==> src/rtl/execute_muldiv.sv <==
// Multi-cycle RV M-extension unit: radix-2 shift-add multiply and restoring
// divide on operand magnitudes, with a valid/ready handshake and flush.
module execute_muldiv #(
   parameter int XLEN  = 32,
   parameter int TAG_W = 5,
   parameter int W_OPS = 0
) (
   input  logic             clk_i,
   input  logic             rst_i,
   input  logic             in_valid_i,
   output logic             in_ready_o,
   input  logic [7:0]       md_op_i,
   input  logic             op_w_i,
   input  logic [XLEN-1:0]  rs1_i,
   input  logic [XLEN-1:0]  rs2_i,
   input  logic [TAG_W-1:0] tag_i,
   input  logic             flush_i,
   output logic             out_valid_o,
   input  logic             out_ready_i,
   output logic [XLEN-1:0]  result_o,
   output logic [TAG_W-1:0] tag_o
);
   localparam int DW    = 2 * XLEN;
   localparam int CNT_W = $clog2(XLEN) + 1;

   typedef enum logic [1:0] {IDLE, CALC, DONE} state_t;
   state_t state_reg, state_next;

   logic [TAG_W-1:0] tag_reg;
   logic [XLEN-1:0]  result_reg;
   logic [CNT_W-1:0] cnt_reg;
   logic             is_mul_reg, hi_reg, rem_sel_reg, iter32_reg, neg_reg;
   logic [DW-1:0]    prod_reg, mcand_reg;
   logic [XLEN-1:0]  mplier_reg;   // multiplier, or divisor for divides
   logic [XLEN-1:0]  quo_reg, rem_reg;

   logic             w_op, op_mul, op_hi, op_rem, signed_div, a_signed, b_signed;
   logic             iter32, a_neg, b_neg, a_zero, b_zero, ovf, special, accept;
   logic [CNT_W-1:0] iter;
   logic [XLEN-1:0]  a_ext, b_ext, a_mag, b_mag, min_neg, dividend, special_res;
   logic [DW-1:0]    prod_nx, prod_fin;
   logic [XLEN:0]    rem_shift, rem_diff;
   logic [XLEN-1:0]  rem_nx, quo_nx, quo_fin, rem_fin, div_val, mul_val, final_res;

   function automatic logic [XLEN-1:0] sx32(input logic [31:0] v);
      return XLEN'($signed(v));
   endfunction

   assign in_ready_o  = (state_reg == IDLE);
   assign out_valid_o = (state_reg == DONE);
   assign result_o    = result_reg;
   assign tag_o       = tag_reg;
   assign accept      = in_valid_i & (state_reg == IDLE) & ~flush_i;

   // Decode the request: signedness, operand magnitudes and the one-edge special cases
   always_comb begin
      w_op       = op_w_i & (W_OPS != 0);
      op_mul     = |md_op_i[3:0];
      op_hi      = |md_op_i[3:1];
      op_rem     = md_op_i[6] | md_op_i[7];
      signed_div = md_op_i[4] | md_op_i[6];
      a_signed   = md_op_i[0] | md_op_i[1] | md_op_i[2] | signed_div;
      b_signed   = md_op_i[0] | md_op_i[1] | signed_div;
      iter32     = w_op | (XLEN == 32);
      iter       = iter32 ? CNT_W'(32) : CNT_W'(XLEN);
      a_ext      = w_op ? (a_signed ? sx32(rs1_i[31:0]) : XLEN'(rs1_i[31:0])) : rs1_i;
      b_ext      = w_op ? (b_signed ? sx32(rs2_i[31:0]) : XLEN'(rs2_i[31:0])) : rs2_i;
      a_neg      = a_signed & a_ext[XLEN-1];
      b_neg      = b_signed & b_ext[XLEN-1];
      a_mag      = a_neg ? -a_ext : a_ext;
      b_mag      = b_neg ? -b_ext : b_ext;
      a_zero     = (a_ext == '0);
      b_zero     = (b_ext == '0);
      min_neg    = iter32 ? sx32(32'h8000_0000) : {1'b1, {(XLEN-1){1'b0}}};
      ovf        = signed_div & (a_ext == min_neg) & (b_ext == '1);
      dividend   = iter32 ? sx32(rs1_i[31:0]) : rs1_i;
      special    = op_mul ? (a_zero | b_zero) : (b_zero | ovf);
      special_res = '0;
      if (!op_mul) begin
         if (b_zero) begin
            special_res = op_rem ? dividend : '1;
         end else if (ovf) begin
            special_res = op_rem ? '0 : a_ext;
         end
      end
   end

   // One radix-2 step of each datapath plus the sign fix-up of the final step
   always_comb begin
      prod_nx   = prod_reg + (mplier_reg[0] ? mcand_reg : '0);
      rem_shift = {rem_reg, quo_reg[XLEN-1]};
      rem_diff  = rem_shift - {1'b0, mplier_reg};
      if (!rem_diff[XLEN]) begin
         rem_nx = rem_diff[XLEN-1:0];
         quo_nx = {quo_reg[XLEN-2:0], 1'b1};
      end else begin
         rem_nx = rem_shift[XLEN-1:0];
         quo_nx = {quo_reg[XLEN-2:0], 1'b0};
      end
      prod_fin = neg_reg ? -prod_nx : prod_nx;
      quo_fin  = neg_reg ? -quo_nx : quo_nx;
      rem_fin  = neg_reg ? -rem_nx : rem_nx;
      div_val  = rem_sel_reg ? rem_fin : quo_fin;
      if (iter32_reg) begin
         mul_val = sx32(hi_reg ? prod_fin[63:32] : prod_fin[31:0]);
      end else begin
         mul_val = hi_reg ? prod_fin[DW-1:XLEN] : prod_fin[XLEN-1:0];
      end
      final_res = is_mul_reg ? mul_val : (iter32_reg ? sx32(div_val[31:0]) : div_val);
   end

   // State register
   always_ff @(posedge clk_i) begin
      if (rst_i) begin
         state_reg <= IDLE;
      end else begin
         state_reg <= state_next;
      end
   end

   // Next-state logic; flush overrides accept and the DONE handoff
   always_comb begin
      state_next = state_reg;
      case (state_reg)
         IDLE:    if (in_valid_i) state_next = special ? DONE : CALC;
         CALC:    if (cnt_reg <= CNT_W'(1)) state_next = DONE;
         DONE:    if (out_ready_i) state_next = IDLE;
         default: state_next = IDLE;
      endcase
      if (flush_i) begin
         state_next = IDLE;
      end
   end

   // Operand capture at accept, iteration in CALC, result capture on the last step
   always_ff @(posedge clk_i) begin
      if (rst_i) begin
         result_reg  <= '0;
         tag_reg     <= '0;
         cnt_reg     <= '0;
         is_mul_reg  <= 1'b0;
         hi_reg      <= 1'b0;
         rem_sel_reg <= 1'b0;
         iter32_reg  <= 1'b0;
         neg_reg     <= 1'b0;
         prod_reg    <= '0;
         mcand_reg   <= '0;
         mplier_reg  <= '0;
         quo_reg     <= '0;
         rem_reg     <= '0;
      end else if (accept) begin
         tag_reg     <= tag_i;
         is_mul_reg  <= op_mul;
         hi_reg      <= op_hi;
         rem_sel_reg <= op_rem;
         iter32_reg  <= iter32;
         // remainder follows the dividend's sign, product/quotient the sign xor
         neg_reg     <= op_rem ? a_neg : (a_neg ^ b_neg);
         cnt_reg     <= iter;
         prod_reg    <= '0;
         mcand_reg   <= DW'(a_mag);
         mplier_reg  <= b_mag;
         // left-align a 32-bit dividend so the divide shifts out its MSB first
         quo_reg     <= iter32 ? (a_mag << (XLEN - 32)) : a_mag;
         rem_reg     <= '0;
         if (special) begin
            result_reg <= special_res;
         end
      end else if (state_reg == CALC && !flush_i) begin
         if (cnt_reg != '0) begin
            cnt_reg <= cnt_reg - CNT_W'(1);
         end
         if (is_mul_reg) begin
            prod_reg   <= prod_nx;
            mcand_reg  <= mcand_reg << 1;
            mplier_reg <= mplier_reg >> 1;
         end else begin
            quo_reg <= quo_nx;
            rem_reg <= rem_nx;
         end
         if (cnt_reg <= CNT_W'(1)) begin
            result_reg <= final_res;
         end
      end
   end
endmodule

==> config.mk <==
export PLATFORM = sky130hd
export DESIGN_NAME = execute_muldiv
export DESIGN_NICKNAME = d
export VERILOG_FILES = /design/src/rtl/execute_muldiv.sv
export SDC_FILE = /design/constraint.sdc
export NUM_CORES = 1
export LEC_CHECK = 0
export CORE_ASPECT_RATIO = 0.8
export CORE_MARGIN = 4
export CORE_UTILIZATION = 50
export DETAILED_ROUTE_END_ITERATION = 8
export DONT_BUFFER_PORTS = 1
export PLACE_DENSITY = 0.68
export SYNTH_ARGS = -nofsm -noshare
export SYNTH_HDL_FRONTEND = slang
export SYNTH_SLANG_ARGS = --single-unit
==> constraint.sdc <==
create_clock -name clk_i -period 15.4 [get_ports clk_i]
set_clock_uncertainty 0.1 [all_clocks]
set_input_delay 3.08 -clock clk_i [delete_from_list [all_inputs] [get_ports clk_i]]
set_output_delay 3.08 -clock clk_i [all_outputs]
set_load 0.1 [all_outputs]
# [After elaboration in Yosys (flattened, before gate mapping)]
# Index checks and enable logic that the tools add are counted.
[op_classes] n_reduce_logical=22 eq_ne=9 n_mux=39 n_bitwise=17 addsub=8 magnitude_cmp=1
[ops] operator="$mux 32" n=26
[ops] operator="$mux 64" n=2
[ops] operator="$neg 32->32" n=4
[ops] operator="$add 64x64->64" n=1
[ops] operator="$eq 32x32->1 const B" n=2
[ops] operator="$logic_not 32->1" n=2
[ops] operator="$neg 64->64" n=1
[ops] operator="$sub 33x32->33" n=1
[ops] operator="$mux 6" n=3
[ops] operator="$reduce_and 2->1" n=6
[ops] operator="$mux 2" n=4
[ops] operator="$or 1x1->1" n=8
[ops] operator="$reduce_bool 2->1" n=4
[ops] operator="$and 1x1->1" n=6
[ops] operator="$le 6x1->1 const B" n=1
[ops] operator="$ne 2x2->1 const B" n=3
[ops] operator="$pmux 2 s3" n=1
[ops] operator="$reduce_and 3->1" n=2
[ops] operator="$reduce_bool 6->1" n=1
[ops] operator="$sub 6x1->6 const B" n=1
[ops] operator="$ne 2x1->1 const B" n=2
[ops] operator="$reduce_or 2->1" n=2
[ops] operator="$reduce_or 4->1" n=1
[ops] operator="$mux 1" n=3
[ops] operator="8 further kinds" n=9
[totals] in_bits=83 ff_bits=273 word_cells=111

# [Logic depth before layout (Yosys ltp)]
[depth] word_depth=9 mapped_depth=26 ltp_nobuf=24

# [Worst setup path after synthesis]
# OpenSTA, ideal clock, no wires.
[synth_path] kind="input port to flip-flop" startpoint="in rs2_i[10]" endpoint="reg result_reg[24], in the netlist result_o[24]" n_path_buf=3 arrival_ns=6.024 cell_stages=12 t_required_ns=15.183 slack_ns=9.159 cell_sequence="clkbuf_1 > or4_1 > nor4_1 > nand3_1 > nor2b_1 > nand4_1 > o21a_1 > o21ai_1 > clkbuf_1 > buf_1 > o2111ai_1 > a22o_1"
[synth_between] elab_chain_cells=7 elab_cells_between_ends=13 classes_between="2 x eq/ne; 6 x mux; 3 x bitwise; 2 x reduce/logical"
[synth_lines] item="start: declaration" line="15" source="input logic [XLEN-1:0] rs2_i,"
[synth_lines] item="$eq 32x32->1" line="75" source="ovf = signed_div & (a_ext == min_neg) & (b_ext == '1);"
[synth_lines] item="$and 1x1->1" line="75"
[synth_lines] item="$mux 32" line="82" source="end else if (ovf) begin"
[synth_lines] item="$mux 32" line="80" source="if (b_zero) begin"
[synth_lines] item="$mux 32" line="79" source="if (!op_mul) begin"
[synth_lines] item="$mux 32" line="166" source="if (special) begin"
[synth_lines] item="$mux 32" line="151" source="end else if (accept) begin"
[synth_lines] item="end signal: assignment" line="167" source="result_reg <= special_res;"
[synth_lines] item="end signal: assignment" line="182" source="result_reg <= final_res;"
[synth_lines] item="end: declaration" line="30" source="logic [XLEN-1:0] result_reg;"
# Parallel ways exist; a longest one is shown, timed or not. The select of a mux whose other input is x is not followed.
# A chain may end at the register's enable or synchronous reset.

# [Worst setup path after layout]
[layout_path] startpoint="reg mplier_reg[0]" endpoint="reg result_reg[8], in the netlist result_o[8]"
[layout_between] elab_chain_cells=9 elab_cells_between_ends=17 classes_between="5 x add/sub; 12 x mux"
[layout_lines] item="start: declaration" line="34" source="logic [XLEN-1:0] mplier_reg;"
[layout_lines] item="start signal: assignment" line="162" source="mplier_reg <= b_mag;"
[layout_lines] item="start signal: assignment" line="176" source="mplier_reg <= mplier_reg >> 1;"
[layout_lines] item="$mux 64 / $sub 33x32->33 (equally long branches)" line="90, 92"
[layout_lines] item="$add 64x64->64 (tied with other cells)" line="90" source="prod_nx = prod_reg + (mplier_reg[0] ? mcand_reg : '0);"
[layout_lines] item="$neg 64->64 (tied with other cells)" line="100" source="prod_fin = neg_reg ? -prod_nx : prod_nx;"
[layout_lines] item="$mux 64 (tied with other cells)" line="100"
[layout_lines] item="$mux 32, on equally long branches" line="105, 107, 103"
[layout_lines] item="$mux 32 (*)" line="109" source="final_res = is_mul_reg ? mul_val : (iter32_reg ? sx32(div_val[31:0]) : div_val);"
[layout_lines] item="$mux 32 (*)" line="181" source="if (cnt_reg <= CNT_W'(1)) begin"
[layout_lines] item="$mux 32 (*)" line="169" source="end else if (state_reg == CALC && !flush_i) begin"
[layout_lines] item="$mux 32 (*)" line="151"
# Every way passes the cells marked *; elsewhere a longest branch is shown, timed or not. The select of a mux whose other input is x is not followed.

==> metrics.yaml <==
flow_run:
  cap_violations: 0
synthesis:
  synth_top_area_cell: "dfxtp_1"
  synth_top_area_share_pct: 21.8
  syn_inst: 3586
  syn_area_mm2: 0.0250
  synth.mux.area_fraction_pct: 3.99
  ys_ff_latch: 273
  synth_fp_nets: 3774
  synthAdderAreaFrac_pct: 5.31
  synth_top_family_by_area: "simple AND/OR/NAND/NOR gates"
  synth-compound-area-share_pct: 28.9
  synthXorXnorAreaFrac_pct: 5.74
  synth_cell_type_count: 98
  synth.most_common_cell: "nand2_1"
  ys_warn_count: 0
  syn_avg_cell_area_um2: 6.98
  ys_top_cells_by_count: "517 x nand2_1, 364 x nor2_1, 335 x a21oi_1"
  synthSimpleGateAreaFrac_pct: 29.1
  seq_area_frac_synth_pct: 21.8
  synth_edf_count: 0
  ys_top_cells_by_area: "dfxtp_1 22%, nand2_1 7.8%, a21oi_1 6.7%"
  ys.flop_type: "dfxtp_1"
  synthArstFlopShare_pct: 0
power_and_ir_drop:
  clkPwrFrac_pct: 36.2
  cellInternalPower_mw: 1.37
  swShare_pct: 36.3
  power.density_mw_per_mm2: 81.6
  ir_drop_mv: 0.0887
  combPwrFrac_pct: 27.1
  totalPowerFinal_mw: 2.15
  switchingPower_uw: 781
  leakagePower_nw: 9.67
  power_frac_seq_pct: 36.7
grt:
  grt_overflow: 0
  grt_pass1_vias: 24700
  track_usage_pct: 36.4
  grt_max_degree: 103
  antenna_found_initial: 3
  grt_first_pass_wirelength_um: 154000
worst_setup_path:
  worst_setup_path_end_kind: "flip-flop"
  r2r_slack_ns: 8.19
  startpoint_type: "flip-flop"
  timing.critical_path.required_ns: 15.83
  cp.arrival_ns: 7.64
  cp_max_fo: 66
  crit_type: "reg2reg"
die:
  rows: 73
  die_w_um: 258
  dieArea_mm2: 0.0537
  die_height_um: 208
  coreArea_mm2: 0.0496
  ios: 122
  initial_core_util_pct: 50.5
clock_tree:
  cts_setup_buffers: 0
  clock_latency_ns: 0.60
  clkTransAtPathRegs_ns: 0.07
  cts_hold_buf: 0
  cts_max_path_buffers: 3
  htree_levels: 1
  cts_resized: 0
  cts_made_buffers: 31
  cts.sinks: 273
  root_buffer: "clkbuf_16"
  cts_tree: "done"
place:
  numPlacedInstances: 4064
  dp_hpwl_um: 80500
  gp_routability_congestion: 1.07
  port_buffers: 0
cells_and_area:
  diodes: 0
  final_util_pct: 53.1
  area_growth_pct: 5.32
  stdcell_count: 4120
  fin_nets: 3610
  drive_above_1_share_pct: 4.64
sta:
  period_needed_ns: 7.21
  rsz0062_at_grt: "no"
  clock.fmax_ghz: 0.139
  setup-tns-final_ns: 0
  max_slew.worst_pin.slew_ns: 1.24
  slew_violations: 0
  finalCritPeriodShare_pct: 46.8
  hold_viol: 0
  finalSetupViolCount: 0
  relSlewSlack_pct: 16.6
route:
  route.detailed.vias_per_inst: 6.83
  drt-initial-drc-count: 4365
  vias: 28159
  first_pass_iters: 6
  routedWlPerCell_um: 25.2
  drt-total-wl_um: 104000
  drc: 0
  ant_nets: 0
outcome:
  status: "finished, final reports clean"
min_path:
  hold_path.class: "reg2reg"
layer usage:
metal  part of all wire (%)  global-route usage (%)
met1                     45                    55.7
met3                     15                    13.5
met2                     37                    47.8
met4                    2.6                    7.65
met5                  0.023                       0
layout make-up:
type | instances | area, um2
Clock buffer | 42 | 877
Sequential cell | 273 | 5470
Tap cell | 675 | 845
Multi-Input combinational cell | 2986 | 18400
Fill cell | 4958 | 23200
Timing Repair Buffer | 40 | 300
Inverter | 90 | 338
Clock inverter | 14 | 161
power groups by stage:
| stage | Sequential (mW) | Clock [mW] | Combinational (mW) |
|---|---|---|---|
| after floorplan | 0.787 | 0 | 0.407 |
| after global placement | 0.802 | 0 | 0.544 |
| after CTS | 0.788 | 0.783 | 0.558 |
| after detailed placement | 0.803 | 0 | 0.554 |
| final | 0.789 | 0.778 | 0.582 |
| after global routing | 0.791 | 0.810 | 0.618 |
path summary, 6_finish.rpt:
path,from,endpoint,cells after the start
setup / recovery,mplier_reg[0]$_SDFFE_PP0P_,result_o[8]$_SDFFE_PP0P_,20
hold / removal,prod_reg[31]$_SDFFE_PP0P_,prod_reg[31]$_SDFFE_PP0P_,2
setup reg to reg,mplier_reg[0]$_SDFFE_PP0P_,result_o[8]$_SDFFE_PP0P_,20
hold reg to reg,prod_reg[31]$_SDFFE_PP0P_,prod_reg[31]$_SDFFE_PP0P_,2
layout by cell type (no fill, tap or decap), drive strengths merged, types with 68 or more instances in the layout:
cell / netlist / layout
a211oi: 76 / 76
dfxtp: 273 / 273
o21ai: 205 / 205
mux2i: 83 / 83
nand3: 85 / 85
ha: 103 / 103
nand4: 68 / 68
inv: 89 / 90
xnor2: 92 / 92
xor2: 70 / 70
nor3: 113 / 113
and2: 95 / 95
a21oi: 335 / 335
nand2: 518 / 518
nor2: 365 / 365
per-stage QoR:
step | hold slack (ns) | area, um2 | setup WS (ns)
after floorplan | 0.337 | 25000 | 9.16
after global placement | 0.344 | 25300 | 8.37
after detailed placement | 0.354 | 25300 | 8.29
after CTS | 0.363 | 26400 | 8.49
after global routing | 0.379 | 26400 | 7.73
final | 0.360 | 26400 | 8.19
cell families after synthesis:
group	after synthesis
AND/OR/NAND/NOR	1515
AO/OA/AOI/OAI	1108
buffers and inverters	327
flip-flops	273
XOR/XNOR	162
adder cells (fa/ha/maj)	105
multiplexers	96
critical path: stages (launching register included):
cell and delay (ns):
dfxtp_2 0.31, buf_4 0.49, ha_1 0.29, inv_1 0.06, fa_1 0.44, a21oi_1 0.24
o211ai_1 0.19, nand3_1 0.33, a211oi_1 0.19, o21a_1 0.41, nor2_4 0.17, buf_4 0.53
mux2i_1 0.40, ha_1 0.29, nor4b_1 0.62, mux2i_1 0.43, a211oi_1 0.73, a21oi_1 0.15
a211oi_1 0.30, o221ai_1 0.15, o22ai_1 0.15
Power figures use the tool's default switching activity.
